### config.mk
export PLATFORM = sky130hd
export DESIGN_NAME = hpdcache_cmoh
export DESIGN_NICKNAME = d
export VERILOG_FILES = /design/src/rtl/hpdcache_pkg.sv /design/src/rtl/hpdcache_prio_1hot_encoder.sv /design/src/rtl/hpdcache_cmoh.sv
export SDC_FILE = /design/constraint.sdc
export NUM_CORES = 1
export LEC_CHECK = 0
export CORE_MARGIN = 3
export CORE_UTILIZATION = 25
export DETAILED_ROUTE_END_ITERATION = 8
export PLACE_DENSITY = 0.64
export SYNTH_ARGS = -nofsm -noshare
export SYNTH_HDL_FRONTEND = slang
export SYNTH_HIERARCHICAL = 1
export SYNTH_SLANG_ARGS = --single-unit
### constraint.sdc
create_clock -name clk_i -period 6.5 [get_ports clk_i]
set_input_delay 1.95 -clock clk_i [delete_from_list [all_inputs] [get_ports clk_i]]
set_output_delay 1.95 -clock clk_i [all_outputs]
set_load 0.1 [all_outputs]
### src/rtl/hpdcache_pkg.sv
// Shared HPDcache types used by the cache-management-operation handler.
// The CMO opcode is a one-hot packed struct, with the fence operation in the MSB.
package hpdcache_pkg;

    typedef struct packed {
        logic is_fence;
        logic is_inval_by_nline;
        logic is_inval_by_set;
        logic is_inval_all;
        logic is_flush_by_nline;
        logic is_flush_all;
    } hpdcache_cmoh_op_t;

    function automatic logic cmoh_op_is_nline(hpdcache_cmoh_op_t op);
        return op.is_inval_by_nline | op.is_flush_by_nline;
    endfunction

    // Operations whose directory walk steps through every set.
    function automatic logic cmoh_op_is_sweep(hpdcache_cmoh_op_t op);
        return op.is_inval_all | op.is_flush_all;
    endfunction

endpackage

### src/rtl/hpdcache_prio_1hot_encoder.sv
// Priority encoder that keeps only the lowest set bit of the input vector.
// The result is one-hot, or all zeros when no input bit is set.
module hpdcache_prio_1hot_encoder #(
    parameter int unsigned N = 4
) (
    input  logic [N-1:0] val_i,
    output logic [N-1:0] val_o
);

    logic w_found;

    always_comb begin
        w_found = 1'b0;
        val_o   = '0;
        for (int i = 0; i < N; i++) begin
            val_o[i] = val_i[i] & ~w_found;
            w_found  = w_found | val_i[i];
        end
    end

endmodule

### src/rtl/hpdcache_cmoh.sv
// Cache-management-operation handler. It executes fences and invalidations by line, by set, or for all sets.
// It also executes flush-by-line and flush-all, which write back dirty lines before invalidating them.
module hpdcache_cmoh
    import hpdcache_pkg::*;
#(
    parameter int unsigned SETS         = 64,
    parameter int unsigned WAYS         = 4,
    parameter int unsigned ADDR_WIDTH   = 49,
    parameter int unsigned OFFSET_WIDTH = 6,
    localparam int unsigned SET_W       = $clog2(SETS),
    localparam int unsigned TAG_W       = ADDR_WIDTH - OFFSET_WIDTH - SET_W
) (
    input  logic                  clk_i,
    input  logic                  rst_i,
    input  logic                  wbuf_empty_i,
    input  logic                  mshr_empty_i,
    input  logic                  rtab_empty_i,
    input  logic                  ctrl_empty_i,
    input  logic                  flush_empty_i,
    input  logic                  req_valid_i,
    output logic                  req_ready_o,
    input  hpdcache_cmoh_op_t     req_op_i,
    input  logic [ADDR_WIDTH-1:0] req_addr_i,
    input  logic [WAYS-1:0]       req_way_i,
    output logic                  req_wait_o,
    output logic                  rsp_valid_o,
    output logic                  wbuf_flush_all_o,
    output logic                  dir_check_o,
    output logic [SET_W-1:0]      dir_check_set_o,
    output logic [TAG_W-1:0]      dir_check_tag_o,
    input  logic [WAYS-1:0]       dir_check_hit_way_i,
    input  logic [WAYS-1:0]       dir_check_dirty_i,
    output logic                  dir_inval_o,
    input  logic                  dir_inval_ready_i,
    output logic [SET_W-1:0]      dir_inval_set_o,
    output logic [WAYS-1:0]       dir_inval_way_o,
    output logic                  flush_valid_o,
    input  logic                  flush_ready_i,
    output logic [SET_W-1:0]      flush_set_o,
    output logic [WAYS-1:0]       flush_way_o
);

    typedef enum logic [2:0] {
        ST_IDLE, ST_FENCE_WAIT, ST_DRAIN, ST_CHECK,
        ST_EVAL, ST_FLUSH, ST_INVAL, ST_FLUSH_WAIT
    } state_e;

    state_e            r_state, w_state_next, w_req_first, w_lat_first;
    hpdcache_cmoh_op_t r_op;
    logic [SET_W-1:0]  r_set, r_set_cnt;
    logic [TAG_W-1:0]  r_tag;
    logic [WAYS-1:0]   r_way, r_pend, r_inval_way;
    logic              r_rsp;

    logic [SET_W-1:0]        w_req_set;
    logic [TAG_W-1:0]        w_req_tag;
    logic [OFFSET_WIDTH-1:0] w_unused_offset;
    logic                    w_req_legal, w_fence_req, w_op_req, w_fence_clear, w_drained;
    logic                    w_is_nline, w_is_sweep, w_last_set, w_done, w_strobe_en;
    logic [WAYS-1:0]         w_pend_eval, w_flush_sel, w_pend_left;

    assign w_req_set       = req_addr_i[OFFSET_WIDTH +: SET_W];
    assign w_req_tag       = req_addr_i[ADDR_WIDTH-1 -: TAG_W];
    assign w_unused_offset = req_addr_i[OFFSET_WIDTH-1:0];

    assign w_req_legal   = req_valid_i && (r_state == ST_IDLE) && $onehot(req_op_i);
    assign w_fence_req   = w_req_legal && req_op_i.is_fence;
    assign w_op_req      = w_req_legal && !req_op_i.is_fence;
    assign w_fence_clear = wbuf_empty_i && rtab_empty_i;
    assign w_drained     = mshr_empty_i && rtab_empty_i && ctrl_empty_i;
    assign w_req_first   = (req_op_i.is_inval_by_set || req_op_i.is_inval_all) ? ST_INVAL : ST_CHECK;
    assign w_lat_first   = (r_op.is_inval_by_set || r_op.is_inval_all) ? ST_INVAL : ST_CHECK;
    assign w_is_nline    = cmoh_op_is_nline(r_op);
    assign w_is_sweep    = cmoh_op_is_sweep(r_op);
    assign w_last_set    = (r_set_cnt == SET_W'(SETS - 1));
    assign w_pend_eval   = r_op.is_flush_by_nline ? (dir_check_dirty_i & dir_check_hit_way_i) :
                           r_op.is_flush_all      ? dir_check_dirty_i : '0;
    assign w_pend_left   = r_pend & ~w_flush_sel;

    hpdcache_prio_1hot_encoder #(.N(WAYS)) u_flush_sel (
        .val_i (r_pend),
        .val_o (w_flush_sel)
    );

    // NOTE: sequential state uses non-blocking assignments so every register samples pre-edge values.
    always_ff @(posedge clk_i) begin
        if (rst_i) begin
            r_state <= ST_IDLE;
            r_rsp   <= 1'b0;
        end else begin
            r_state <= w_state_next;
            r_rsp   <= w_done;
        end
    end

    // NOTE: every variable gets a default before the case, so no latch can be inferred.
    always_comb begin
        w_state_next = r_state;
        w_done       = 1'b0;
        unique case (r_state)
            ST_IDLE: begin
                if (w_fence_req) begin
                    if (w_fence_clear) w_done = 1'b1;
                    else               w_state_next = ST_FENCE_WAIT;
                end else if (w_op_req) begin
                    w_state_next = w_drained ? w_req_first : ST_DRAIN;
                end
            end
            ST_FENCE_WAIT: if (w_fence_clear) begin
                w_state_next = ST_IDLE;
                w_done       = 1'b1;
            end
            ST_DRAIN: if (w_drained) w_state_next = w_lat_first;
            ST_CHECK: w_state_next = ST_EVAL;
            ST_EVAL: begin
                if (w_is_nline && (dir_check_hit_way_i == '0)) begin
                    w_state_next = ST_IDLE;
                    w_done       = 1'b1;
                end else if (w_pend_eval != '0) begin
                    w_state_next = ST_FLUSH;
                end else begin
                    w_state_next = ST_INVAL;
                end
            end
            ST_FLUSH: if (flush_ready_i && (w_pend_left == '0)) w_state_next = ST_INVAL;
            ST_INVAL: if (dir_inval_ready_i) begin
                if (w_is_sweep && !w_last_set) begin
                    w_state_next = r_op.is_inval_all ? ST_INVAL : ST_CHECK;
                end else if (r_op.is_flush_all || r_op.is_flush_by_nline) begin
                    w_state_next = ST_FLUSH_WAIT;
                end else begin
                    w_state_next = ST_IDLE;
                    w_done       = 1'b1;
                end
            end
            ST_FLUSH_WAIT: if (flush_empty_i) begin
                w_state_next = ST_IDLE;
                w_done       = 1'b1;
            end
            default: w_state_next = ST_IDLE;
        endcase
    end

    // NOTE: request payload registers are not reset; they are always written before any state reads them.
    always_ff @(posedge clk_i) begin
        if (w_op_req) begin
            r_op  <= req_op_i;
            r_set <= w_req_set;
            r_tag <= w_req_tag;
            r_way <= req_way_i;
        end
        if (r_state == ST_EVAL) begin
            r_inval_way <= w_is_nline ? dir_check_hit_way_i : '1;
        end
    end

    always_ff @(posedge clk_i) begin
        if (rst_i) begin
            r_set_cnt <= '0;
            r_pend    <= '0;
        end else begin
            if (w_op_req) r_set_cnt <= '0;
            else if ((r_state == ST_INVAL) && dir_inval_ready_i && w_is_sweep) r_set_cnt <= r_set_cnt + 1'b1;

            if (r_state == ST_EVAL) r_pend <= w_pend_eval;
            else if ((r_state == ST_FLUSH) && flush_ready_i) r_pend <= w_pend_left;
        end
    end

    // Strobes are forced low while reset is held, even though the state register only clears at the edge.
    assign w_strobe_en = !rst_i;

    always_comb begin
        req_ready_o      = (r_state == ST_IDLE);
        req_wait_o       = (r_state == ST_FENCE_WAIT) || (r_state == ST_DRAIN);
        rsp_valid_o      = r_rsp;
        wbuf_flush_all_o = w_strobe_en && rtab_empty_i && (w_fence_req || (r_state == ST_FENCE_WAIT));
        dir_check_o      = w_strobe_en && (r_state == ST_CHECK);
        dir_check_set_o  = r_op.is_flush_all ? r_set_cnt : r_set;
        dir_check_tag_o  = r_tag;
        dir_inval_o      = w_strobe_en && (r_state == ST_INVAL);
        dir_inval_set_o  = w_is_sweep ? r_set_cnt : r_set;
        dir_inval_way_o  = r_op.is_inval_by_set ? r_way :
                           r_op.is_inval_all    ? '1 : r_inval_way;
        flush_valid_o    = w_strobe_en && (r_state == ST_FLUSH);
        flush_set_o      = r_op.is_flush_all ? r_set_cnt : r_set;
        flush_way_o      = w_flush_sel;
    end

endmodule

==> key figures <==
Timing
  – Fin. max-slew vios: 0
  – Hold slack: 0.5368 ns
  – Fin. Hold Viols: 0
  – Setup-failing EPs final: 0
  – Post-layout minimum cycle time: 6.483 ns
  – RSZ-0062 raised after global routing: yes
  – Worst Tran Pin Value: 0.9955 ns
  – Fin crit share: 99.74%
  – Setup TNS: 0 ns
  – Slew Limit Headroom: 33.42%
  – Skew final: 0.006841 ns
  – Fmax: 0.1542 GHz

Clock tree
  – Clock tree buffer depth: 2
  – H-tree level count: 3
  – Clock Sinks: 70
  – Clock Latency Late Sink: 0.33 ns
  – CTS tree: built
  – Cts hold-fix bufs: 0
  – Total CTS buffers: 9
  – Clock Pin Slew Worst Setup and Hold Paths: 0.06 ns
  – CTS Root Cell: clkbuf_16

Setup path
  – CP Max Fanout: 3
  – Critical Path Source: req_op_i[0]
  – Critical R2R Launch: r_state[0]
  – Critical Path Source Type: input port
  – Worst r2r path cells: 3
  – Arrival @ worst endpoint: 4.53 ns
  – CP Capture Type: output port
  – FF-to-FF setup slack: 4.34 ns
  – CP required: 4.55 ns
  – CP Class: in2out
  – Reg-to-Reg End: r_way[0]

Yosys
  – Cell accounting for the most synthesized area: edfxtp_1
  – Fraction of registers with async set/reset: 0%
  – Synth Instances: 261
  – Most common cell in the synthesized netlist: edfxtp_1
  – Synth Flop Type: edfxtp_1
  – Main area contributors after synthesis: edfxtp_1 (52%), dfxtp_1 (8.7%), mux2_1 (4.2%)
  – Synth warn: 6
  – Distinct cells, synth: 57
  – Sequential element share of the synthesized area: 60.63%
  – EDFF count, synth: 56
  – Syn Nets: 343
  – Seq cells post-synth: 70
  – Synth Area per Inst: 12.40 µm²
  – Syn Std Cell Area: 0.003236 mm²
  – Yosys top cell area share: 51.97%
  – List of most frequent post-synthesis cells: edfxtp_1 (56), nor2_1 (30), nand2_1 (22)

Pwr
  – Max VDD drop: 0.0002144 V
  – Leakage: 1.810 nW
  – PwrDens: 303.2 mW/mm²

Placement
  – Post-DP HPWL: 6677 µm
  – IO Port Bufs: 140
  – Final Wtd Congestion: 0.8029
  – Placed insts: 555

Min path
  – Hold Path Class: reg2reg
  – Worst Hold Depth: 2
  – Hold endpoint: r_pend[3]
  – Hold Path Origin: r_pend[3]

GRT
  – Largest net degree at the start of global routing: 38
  – Vias in the first global route: 2677
  – First-pass GRT wire length: 13830 µm
  – Global router's overall resource usage: 12.36%
  – Grt total ovfl: 0
  – Initial antenna violation count: 0

Routing
  – First DRT Iteration DRCs: 88
  – Detailed-route via count: 2524
  – WL/cell: 14.99 µm
  – Final WL: 8575 µm
  – M1 wire length: 3484 µm
  – Highest metal used: met4
  – Vias per cell: 4.413
  – Routed length on met2: 4161 µm
  – Met3 routed wirelength: 802 µm
  – Routed Antenna Nets: 0
  – DRC viols: 0
  – First drt pass iteration count: 4

Layout
  – Filler cell count: 1183
  – Area Growth Syn to Fin: 58.47%
  – Final std cells w/o fill: 572
  – Multi-input combinational cell area: 0.001159 mm²
  – Final nets: 481
  – Ant diodes: 0
  – Register area: 0.001962 mm²
  – Fraction of layout cells with a size suffix above 1: 12.87%

Die
  – Boundary Pins: 147
  – Die Area: 0.01434 mm²
  – Core Region: 0.01231 mm²
  – DIE WIDTH: 119.8 µm
  – Initial Util: 26.28%
  – Row count: 40
  – Die Y: 119.8 µm

Outcome
  – Status: complete, no violations

Job
  – Max_cap viols: 0
[cell usage in the layout, fill, tap and decap left out, types with 4 or more instances in the layout]
master | synthesis | layout
buf_4 | 8 | 6
nor2_1 | 30 | 30
nor2b_1 | 5 | 5
mux2_1 | 12 | 12
nand3_1 | 5 | 5
edfxtp_1 | 56 | 56
clkdlybuf4s50_1 | 0 | 131
clkbuf_16 | 0 | 9
nand2_1 | 22 | 22
or2_1 | 4 | 4
o21ai_1 | 4 | 4
and2_2 | 4 | 4
o21ai_0 | 8 | 8
inv_2 | 3 | 7
nand2b_1 | 5 | 5
a31oi_1 | 6 | 6
inv_1 | 9 | 5
dfxtp_1 | 14 | 14
[flip-flops by register name, indices dropped and copies added (netlist names)]
register	count
r_pend	4
r_set_cnt	6
r_state	3
dir_check_tag_o	37
r_way	4
r_op	5
r_inval_way	4
rsp_valid_o	1
r_set	6
[routing by layer]
layer | vias to the layer above | track usage (%)
li1 | 1232 | -
met1 | 1178 | 13.62
met2 | 105 | 20.66
met3 | 9 | 6.126
met4 | 0 | 4.366
met5 | - | 0
[timing repair]
item	in CTS	in global routing
resized for setup	24	2
pin swaps	5	4
buffers inserted	0	1
setup endpoints to repair	1	1
[stage by stage]
| stage | setup WS, ns | instance area [µm²] | total power, W | utilization [%] |
|---|---|---|---|---|
| final | 0.01690 | 5127 | 0.001554 | 41.65 |
| after global routing | -0.1048 | 5127 | 0.001624 | 41.65 |
| after CTS | -0.1723 | 5117 | 0.001576 | 41.57 |
| after detailed placement | -0.5855 | 4797 | 0.001074 | 38.96 |
| after global placement | -0.5310 | 4797 | 0.001067 | 38.96 |
| after floorplan | -0.4166 | 3251 | 0.0009386 | - |
[final cells by class]
class,instances,area share [%]
Sequential cell,70,38.26
Timing Repair Buffer,144,28.31
Multi-Input combinational cell,162,22.60
Clock buffer,10,4.466
Tap cell,168,4.100
Clock inverter,6,1.391
Inverter,12,0.8785
[critical path: stages]
cell      delay, ns
buf_6          0.07
inv_2          0.03
fa_1           0.48
fa_1           0.49
inv_1          0.04
ha_2           0.16
fa_1           0.42
and4bb_4       0.37
a21oi_4        0.08
nor4_4         0.21
buf_12         0.21
[cell families after synthesis]
group	synth area share, %
XOR/XNOR	1.624
AND/OR/NAND/NOR	16.32
multiplexers	4.176
AO/OA/AOI/OAI	10.02
adder cells (fa/ha/maj)	2.629
flip-flops	60.63
buffers and inverters	4.602
[report_power, final]
part           internal [W]  leakage, nW  total (W)  switching [W]
Sequential         0.000520        0.619   0.000566      0.0000459
Clock              0.000299        0.139   0.000488       0.000188
Combinational      0.000163         1.05   0.000501       0.000338
[worst max path at each step]
stage / endpoint / depth (start not counted)
detailed placement: wbuf_flush_all_o / 11
global placement: wbuf_flush_all_o / 11
floorplan: wbuf_flush_all_o / 9
CTS: wbuf_flush_all_o / 11
finish: wbuf_flush_all_o / 11
global route: wbuf_flush_all_o / 11
Power figures use the tool's default switching activity.
